`src/rtl/bram_b_arbiter_pkg.sv`:
```
// Shared encodings for the BRAM port-B arbiter: FSM states and owner identifiers.
package bram_b_arbiter_pkg;

  typedef enum logic [1:0] {
    ST_IDLE  = 2'd0,
    ST_ISSUE = 2'd1,
    ST_RDATA = 2'd2
  } arb_state_e;

  localparam logic OWN_MATRIX = 1'b0;
  localparam logic OWN_HOST   = 1'b1;

endpackage

```
`src/rtl/bram_b_arbiter_if.sv`:
```
// Port-B arbiter bus: matrix requester, host requester and the BRAM port-B pins.
interface bram_b_arbiter_if #(
  parameter int DATA_W = 16,
  parameter int ADDR_W = 16
);
  logic              m_req;
  logic [ADDR_W-1:0] m_addr;
  logic              m_gnt;
  logic              m_rvalid;
  logic [DATA_W-1:0] m_rdata;

  logic              h_req;
  logic              h_we;
  logic [ADDR_W-1:0] h_addr;
  logic [DATA_W-1:0] h_wdata;
  logic              h_gnt;
  logic              h_rvalid;
  logic [DATA_W-1:0] h_rdata;

  logic [ADDR_W-1:0] addr_b;
  logic [DATA_W-1:0] data_b;
  logic              we_b;
  logic [DATA_W-1:0] q_b;
  logic              busy;

  // Arbiter side
  modport slave (
    input  m_req, m_addr, h_req, h_we, h_addr, h_wdata, q_b,
    output m_gnt, m_rvalid, m_rdata, h_gnt, h_rvalid, h_rdata,
    output addr_b, data_b, we_b, busy
  );

  // Requesters and BRAM side
  modport master (
    output m_req, m_addr, h_req, h_we, h_addr, h_wdata, q_b,
    input  m_gnt, m_rvalid, m_rdata, h_gnt, h_rvalid, h_rdata,
    input  addr_b, data_b, we_b, busy
  );

endinterface

```
`src/rtl/bram_b_arbiter_rr_pick2.sv`:
```
// Two-way winner select: round-robin against last_owner, or fixed matrix priority.
module rr_pick2
  import bram_b_arbiter_pkg::*;
#(
  parameter int MATRIX_PRIO = 0
) (
  input  logic m_req,
  input  logic h_req,
  input  logic last_owner,
  output logic valid,
  output logic winner
);

  always_comb begin
    valid  = m_req | h_req;
    winner = OWN_MATRIX;
    if (m_req && h_req) begin
      winner = (MATRIX_PRIO != 0) ? OWN_MATRIX : ~last_owner;
    end else if (h_req) begin
      winner = OWN_HOST;
    end
  end

endmodule

```
`src/rtl/bram_b_arbiter.sv`:
```
// Shares BRAM port B between the matrix scan reader and the host loader/debug port.
module bram_b_arbiter
  import bram_b_arbiter_pkg::*;
#(
  parameter int DATA_W      = 16,
  parameter int ADDR_W      = 16,
  parameter int MATRIX_PRIO = 0
) (
  input logic             clk,
  input logic             reset,
  bram_b_arbiter_if.slave bus
);

  arb_state_e        state_reg, state_next;
  logic              owner_reg, owner_next;
  logic [ADDR_W-1:0] addr_reg, addr_next;
  logic [DATA_W-1:0] data_reg, data_next;
  logic              we_reg, we_next;

  logic pick_valid;
  logic pick_winner;

  rr_pick2 #(
    .MATRIX_PRIO(MATRIX_PRIO)
  ) u_pick (
    .m_req      (bus.m_req),
    .h_req      (bus.h_req),
    .last_owner (owner_reg),
    .valid      (pick_valid),
    .winner     (pick_winner)
  );

  always_comb begin
    state_next = state_reg;
    owner_next = owner_reg;
    addr_next  = addr_reg;
    data_next  = data_reg;
    we_next    = 1'b0;
    case (state_reg)
      ST_IDLE: begin
        if (pick_valid) begin
          state_next = ST_ISSUE;
          owner_next = pick_winner;
          if (pick_winner == OWN_HOST) begin
            addr_next = bus.h_addr;
            data_next = bus.h_wdata;
            we_next   = bus.h_we;
          end else begin
            addr_next = bus.m_addr;
          end
        end
      end
      // we_reg doubles as the read/write flag of the access in flight
      ST_ISSUE: state_next = we_reg ? ST_IDLE : ST_RDATA;
      ST_RDATA: state_next = ST_IDLE;
      default:  state_next = ST_IDLE;
    endcase
  end

  always_ff @(posedge clk) begin
    if (reset) begin
      state_reg <= ST_IDLE;
      owner_reg <= OWN_HOST;
      addr_reg  <= '0;
      data_reg  <= '0;
      we_reg    <= 1'b0;
    end else begin
      state_reg <= state_next;
      owner_reg <= owner_next;
      addr_reg  <= addr_next;
      data_reg  <= data_next;
      we_reg    <= we_next;
    end
  end

  logic in_issue;
  logic in_rdata;

  assign in_issue = (state_reg == ST_ISSUE);
  // A read interrupted by reset in its data cycle is dropped, so no rvalid escapes
  assign in_rdata = (state_reg == ST_RDATA) && !reset;

  assign bus.m_gnt    = in_issue && (owner_reg == OWN_MATRIX);
  assign bus.h_gnt    = in_issue && (owner_reg == OWN_HOST);
  assign bus.m_rvalid = in_rdata && (owner_reg == OWN_MATRIX);
  assign bus.h_rvalid = in_rdata && (owner_reg == OWN_HOST);
  assign bus.m_rdata  = bus.q_b;
  assign bus.h_rdata  = bus.q_b;
  assign bus.addr_b   = addr_reg;
  assign bus.data_b   = data_reg;
  assign bus.we_b     = we_reg;
  assign bus.busy     = (state_reg != ST_IDLE);

endmodule
```
`src/flat_wrapper.sv`:
```
// flat-port wrapper written by rule: the top's interface ports become plain ports
module bram_b_arbiter_flat import bram_b_arbiter_pkg::*;
#(
  parameter int DATA_W      = 16,
  parameter int ADDR_W      = 16,
  parameter int MATRIX_PRIO = 0
)
  (clk, reset, bus_m_req, bus_m_addr, bus_h_req, bus_h_we, bus_h_addr, bus_h_wdata, bus_q_b, bus_m_gnt, bus_m_rvalid, bus_m_rdata, bus_h_gnt, bus_h_rvalid, bus_h_rdata, bus_addr_b, bus_data_b, bus_we_b, bus_busy);
  bram_b_arbiter_if #(.DATA_W(DATA_W), .ADDR_W(ADDR_W)) bus_i ();
  input logic clk;
  input logic reset;
  input wire logic [$bits(bus_i.m_req)-1:0] bus_m_req;
  input wire logic [$bits(bus_i.m_addr)-1:0] bus_m_addr;
  input wire logic [$bits(bus_i.h_req)-1:0] bus_h_req;
  input wire logic [$bits(bus_i.h_we)-1:0] bus_h_we;
  input wire logic [$bits(bus_i.h_addr)-1:0] bus_h_addr;
  input wire logic [$bits(bus_i.h_wdata)-1:0] bus_h_wdata;
  input wire logic [$bits(bus_i.q_b)-1:0] bus_q_b;
  output wire logic [$bits(bus_i.m_gnt)-1:0] bus_m_gnt;
  output wire logic [$bits(bus_i.m_rvalid)-1:0] bus_m_rvalid;
  output wire logic [$bits(bus_i.m_rdata)-1:0] bus_m_rdata;
  output wire logic [$bits(bus_i.h_gnt)-1:0] bus_h_gnt;
  output wire logic [$bits(bus_i.h_rvalid)-1:0] bus_h_rvalid;
  output wire logic [$bits(bus_i.h_rdata)-1:0] bus_h_rdata;
  output wire logic [$bits(bus_i.addr_b)-1:0] bus_addr_b;
  output wire logic [$bits(bus_i.data_b)-1:0] bus_data_b;
  output wire logic [$bits(bus_i.we_b)-1:0] bus_we_b;
  output wire logic [$bits(bus_i.busy)-1:0] bus_busy;
  assign bus_i.m_req = bus_m_req;
  assign bus_i.m_addr = bus_m_addr;
  assign bus_i.h_req = bus_h_req;
  assign bus_i.h_we = bus_h_we;
  assign bus_i.h_addr = bus_h_addr;
  assign bus_i.h_wdata = bus_h_wdata;
  assign bus_i.q_b = bus_q_b;
  assign bus_m_gnt = bus_i.m_gnt;
  assign bus_m_rvalid = bus_i.m_rvalid;
  assign bus_m_rdata = bus_i.m_rdata;
  assign bus_h_gnt = bus_i.h_gnt;
  assign bus_h_rvalid = bus_i.h_rvalid;
  assign bus_h_rdata = bus_i.h_rdata;
  assign bus_addr_b = bus_i.addr_b;
  assign bus_data_b = bus_i.data_b;
  assign bus_we_b = bus_i.we_b;
  assign bus_busy = bus_i.busy;
  bram_b_arbiter #(.DATA_W(DATA_W), .ADDR_W(ADDR_W), .MATRIX_PRIO(MATRIX_PRIO)) u_core (.clk(clk), .reset(reset), .bus(bus_i));
endmodule
```
`config.mk`:
```
export PLATFORM = sky130hd
export DESIGN_NAME = bram_b_arbiter_flat
export DESIGN_NICKNAME = d
export VERILOG_FILES = /design/src/rtl/bram_b_arbiter_pkg.sv /design/src/rtl/bram_b_arbiter_if.sv /design/src/rtl/bram_b_arbiter_rr_pick2.sv /design/src/rtl/bram_b_arbiter.sv /design/src/flat_wrapper.sv
export SDC_FILE = /design/constraint.sdc
export NUM_CORES = 1
export LEC_CHECK = 0
export ABC_AREA = 1
export CORE_MARGIN = 2
export CORE_UTILIZATION = 37
export DETAILED_ROUTE_END_ITERATION = 6
export GPL_TIMING_DRIVEN = 0
export PLACE_DENSITY_LB_ADDON = 0.08
export SETUP_SLACK_MARGIN = 0.3
export SYNTH_ARGS = -nofsm -noshare
export SYNTH_HDL_FRONTEND = slang
export SYNTH_SLANG_ARGS = --single-unit
```
`constraint.sdc`:
```
create_clock -name clk -period 1.53 [get_ports clk]
set_input_delay 0.2295 -clock clk [delete_from_list [all_inputs] [get_ports clk]]
set_output_delay 0.2295 -clock clk [all_outputs]
set_load 0.1 [all_outputs]
```
Word-level counts from Yosys, hierarchy flattened
Index checks and enable logic that the tools add are counted.
{"block": "word_totals", "ff_bits": 36, "inputBits": 69, "output_inout_bits": 70, "wordCells": 31}
{"block": "op_classes", "eq_ne": 3, "muxes": 6, "n_bitwise": 5, "reduce_logical": 12}
{"operator": "2-to-1 mux 16 bit", "count": 1}
{"operator": "logical AND 1 bit", "count": 6}
{"operator": "2-to-1 mux 2 bit", "count": 2}
{"operator": "inverter 1 bit", "count": 4}
{"operator": "case mux 2 bit (2 select lines)", "count": 1}
{"operator": "OR reduction 4 bit", "count": 1}
{"operator": "AND reduction 3 bit", "count": 1}
{"operator": "equality test 2 x 1 -> 1 bit, second input constant", "count": 1}
{"operator": "equality test 2 bit, second input constant", "count": 1}
{"operator": "zero test 2 bit", "count": 1}
{"operator": "2-to-1 mux 1 bit", "count": 2}
{"operator": "inequality test 2 x 1 -> 1 bit, second input constant", "count": 1}
{"operator": "AND reduction 2 bit", "count": 1}
{"operator": "nonzero test 2 bit", "count": 1}
{"operator": "zero test 1 bit", "count": 1}
{"operator": "bitwise OR 1 bit", "count": 1}

Logic depth before layout (Yosys ltp)
{"block": "depth", "word_depth": 4, "mapped_depth": 7, "mapped_depth_nobuf": 6}

Cells and area by module
From an unflattened synthesis, not the netlist that was laid out.
{"block": "unflattened", "cells_unflattened": 287, "hier_area_um2": 1970.6}
{"mod": "bram_b_arbiter", "n_inst": 1, "cells_per_inst": 284, "area_each_um2": 1955.6, "seq_area_each_um2": 720.7}
{"mod": "rr_pick2", "n_inst": 1, "cells_per_inst": 3, "area_each_um2": 15.0, "seq_area_each_um2": 0.0}

Least setup slack after synthesis
No wires, ideal clock.
{"block": "synth_timing", "path_type": "register to output", "start": "register u_core.state_reg[1]", "end": "output port bus_h_rvalid", "arrival_ns": 1.807, "required_ns": 1.300, "slack_ns": -0.506, "stages_incl_launch_ff": 3, "n_path_buf": 0, "path_cell_list": "dfxtp_1 > nand3_1 > nor2_1"}
{"block": "synth_via", "elab_chain_len": 3}
{"item": "start: declaration", "line_no": "bram_b_arbiter.sv:14", "rtl": "arb_state_e state_reg, state_next;"}
{"item": "start signal: assignment", "line_no": "bram_b_arbiter.sv:68", "rtl": "state_reg <= state_next;"}
{"item": "equality test 2 bit", "line_no": "bram_b_arbiter.sv:81", "rtl": "assign in_rdata = (state_reg == ST_RDATA) && !reset;"}
{"item": "logical AND 1 bit", "line_no": "bram_b_arbiter.sv:81"}
{"item": "logical AND 1 bit", "line_no": "bram_b_arbiter.sv:86", "rtl": "assign bus.h_rvalid = in_rdata && (owner_reg == OWN_HOST);"}
{"item": "end: declaration", "line_no": "flat_wrapper.sv:23", "rtl": "output wire logic [$bits(bus_i.h_rvalid)-1:0] bus_h_rvalid;"}
No other way between the ends.

Final worst setup path
{"block": "layout_timing", "start": "register u_core.state_reg[0]", "end": "output port bus_h_rvalid"}
The elaborated chain is that of the path after synthesis.

==> qor.txt <==
status: finished, final reports clean
f_max: 738 MHz
Pleak: 1.92 nW
drt pass-1 iters: 4
clock slew at reported path FFs: 70 ps
hold path cells: 3
critical path's largest stage delay: 370 ps
CP arrival: 1130 ps
layout cells sized above 1: 0.446
asr flop ratio synth: 0
Slew headroom: 0.635
Tcrit/Tclk final: 0.886
Final Hold Vio Count: 0
total core area: 5850 sq um
Mean Syn Cell Area: 7.00 sq um
drt drc: 0
fin. max-slew vios: 0
reg-to-reg setup timing slack: 320 ps
setup tns final: 0 ps
main flop type after synthesis: dfxtp_1
routed via count: 2387
DR vias/cell: 4.43
worst hold path class: input pin to register
CP Max Fanout: 3
maxcap violations: 0
Post-Layout Cell Count: 539
root buffer cell: clkbuf_8
worst setup path end: bus_h_rvalid
largest net degree at the start of global routing: 12
largest buffer count on any clock path: 2
Post-Syn Instances: 318
Yosys top cell by area: dfxtp_1
CTS Sinks: 36
critical path required time: 1300 ps
Seq. cell area: 752 sq um
Ys Warns: 0
Post-Synth XOR/XNOR Area: 0
Seq cells post-synth: 36
worst hold slack: 247 ps
Initial Util: 0.380
worst skew pair latency: 290 ps
Critical Path Slowest Stage Cell: dfxtp_4
Nets: 532
Worst Setup SP: u_core.state_reg[0]
Global Route Usage Sum: 0.189
initial antenna violation count: 0
Final Core Density: 0.688
R2R Path End: u_core.bus.data_b[10]
diode count: 0
fin area: 4020 sq um
GP Congestion: 0.798
critical path cell sequence: inv_6, nand3_4, nor2_4, buf_12
area of the multi-input gates: 1090 sq um
total die area: 6650 sq um
simple-gate portion of the synthesized area: 0.369
Post-synth top cells: nor2_1 (71), nand2_1 (65), dfxtp_1 (36), inv_1 (35), buf_4 (34)
row count: 28
Reg-to-Reg Start: u_core.state_reg[1]
synth top area cells: dfxtp_1 (32%), nor2_1 (12%), buf_4 (11%), nand2_1 (11%), inv_1 (5.9%)
Least-Margin Pin Slew: 550 ps
Finish-stage setup viols: 0
number of global-route vias before repair: 2120
Power Density: 984 nW/um^2
Placed Instances: 514
Synth Area in Compound Gates: 0.0613
placed standard-cell area: 3630 sq um
htree depth: 2
Iteration-0 DRC Markers: 96
post-synthesis adder-cell area fraction: 0
die height: 81.6 um
top-count cell post-synth: nor2_1
crit path kind: register to primary output
min Tclk post-route: 1360 ps
Layout fillers: 509
I/O pin total: 139
Post-synth EDFFs: 0
CTS Buf Count: 5
Startpoint Class: register
combinational family with the most area after synthesis: simple AND/OR/NAND/NOR gates
multiplexer share of the synthesized area: 0
CP Capture Type: primary output
maximum vdd ir drop: 0.000514 V
Routed WL per cell: 11.7 um
Area Overhead vs Synth: 80.7%
chip width: 81.6 um
final global-route overflow total: 0
skew final: 1.54 ps
sequential share of the synthesized area: 0.324
TritonCTS clock tree: built
Yosys top cell area share: 0.324
I/O Buffers: 121
Yosys cell types: 20
Syn Nets: 387
dpl hpwl: 4650 um
FF-to-FF path depth: 7
Final ANT Viol Nets: 0
RSZ-0062 raised after global routing: true
Post-Syn Area: 2230 sq um
first-pass GRT wire length: 9670 um
WL final: 6320 um
## cell type report
cell class	count	area share
Timing Repair Buffer	138	0.353
Multi-Input combinational cell	195	0.272
Sequential cell	36	0.187
Buffer	50	0.106
Inverter	37	0.0389
Tap cell	75	0.0233
Clock buffer	7	0.0190
Clock inverter	1	0.00124
## metrics by stage
step	setup WS, ps	power [mW]
3_3_place_gp	-948	3.16
5_1_grt	125	4.16
3_5_place_dp	-948	3.18
4_1_cts	178	3.85
6_report	174	3.96
2_1_floorplan	252	2.68
## critical path: cells and delay by family (launching register included)
kind / cells / cell delay, ps
flip-flops: 1 / 370
buffers and inverters: 2 / 260
AND/OR/NAND/NOR: 2 / 210
## worst min path at each step
stage                     endpoint       startpoint  slack (ps)
2_1_floorplan  u_core.state_reg[0]            reset         290
3_3_place_gp   u_core.state_reg[1]  u_core.bus.we_b         410
3_5_place_dp   u_core.state_reg[1]  u_core.bus.we_b         410
4_1_cts            u_core.bus.we_b        bus_h_req         250
5_1_grt           u_core.owner_reg        bus_h_req         250
6_report          u_core.owner_reg        bus_h_req         250
## cells in the final DEF, fill, tap and decap left out, types with 8 or more instances in the layout
cell	instances
nand4_1	16
clkdlybuf4s15_2	32
nand3_2	10
nand2_1	58
dfxtp_2	16
nor2_2	8
nand2_2	8
buf_6	9
buf_12	8
a21boi_1	8
clkdlybuf4s50_1	49
nor2_1	57
inv_1	32
buf_4	77
dfxtp_1	17
clkbuf_8	8
## per-layer routing
layer  wire length [um]  GRT usage  vias up
met4                 70     0.0542        0
met2               3100      0.327       93
li1                   -          -     1233
met5                  0          0        -
met1               2640      0.229     1055
met3                511     0.0516        6
## report_power, final
group | internal, mW | switching [mW]
Sequential | 1.05 | 0.0671
Combinational | 0.687 | 1.51
Clock | 0.319 | 0.325
Total | 2.05 | 1.90
## kinds of logic after synthesis
| logic type | count (synthesis) |
|---|---|
| AO/OA/AOI/OAI | 17 |
| buffers and inverters | 87 |
| AND/OR/NAND/NOR | 178 |
| flip-flops | 36 |
## what timing repair did
action,in CTS,in global routing
pin swaps,4,18
gates cloned,0,3
hold buffers,0,0
setup endpoints to repair,97,35
gates resized for setup,348,47
buffers inserted,5,9
No activity file was read; power rests on OpenSTA's default activity.
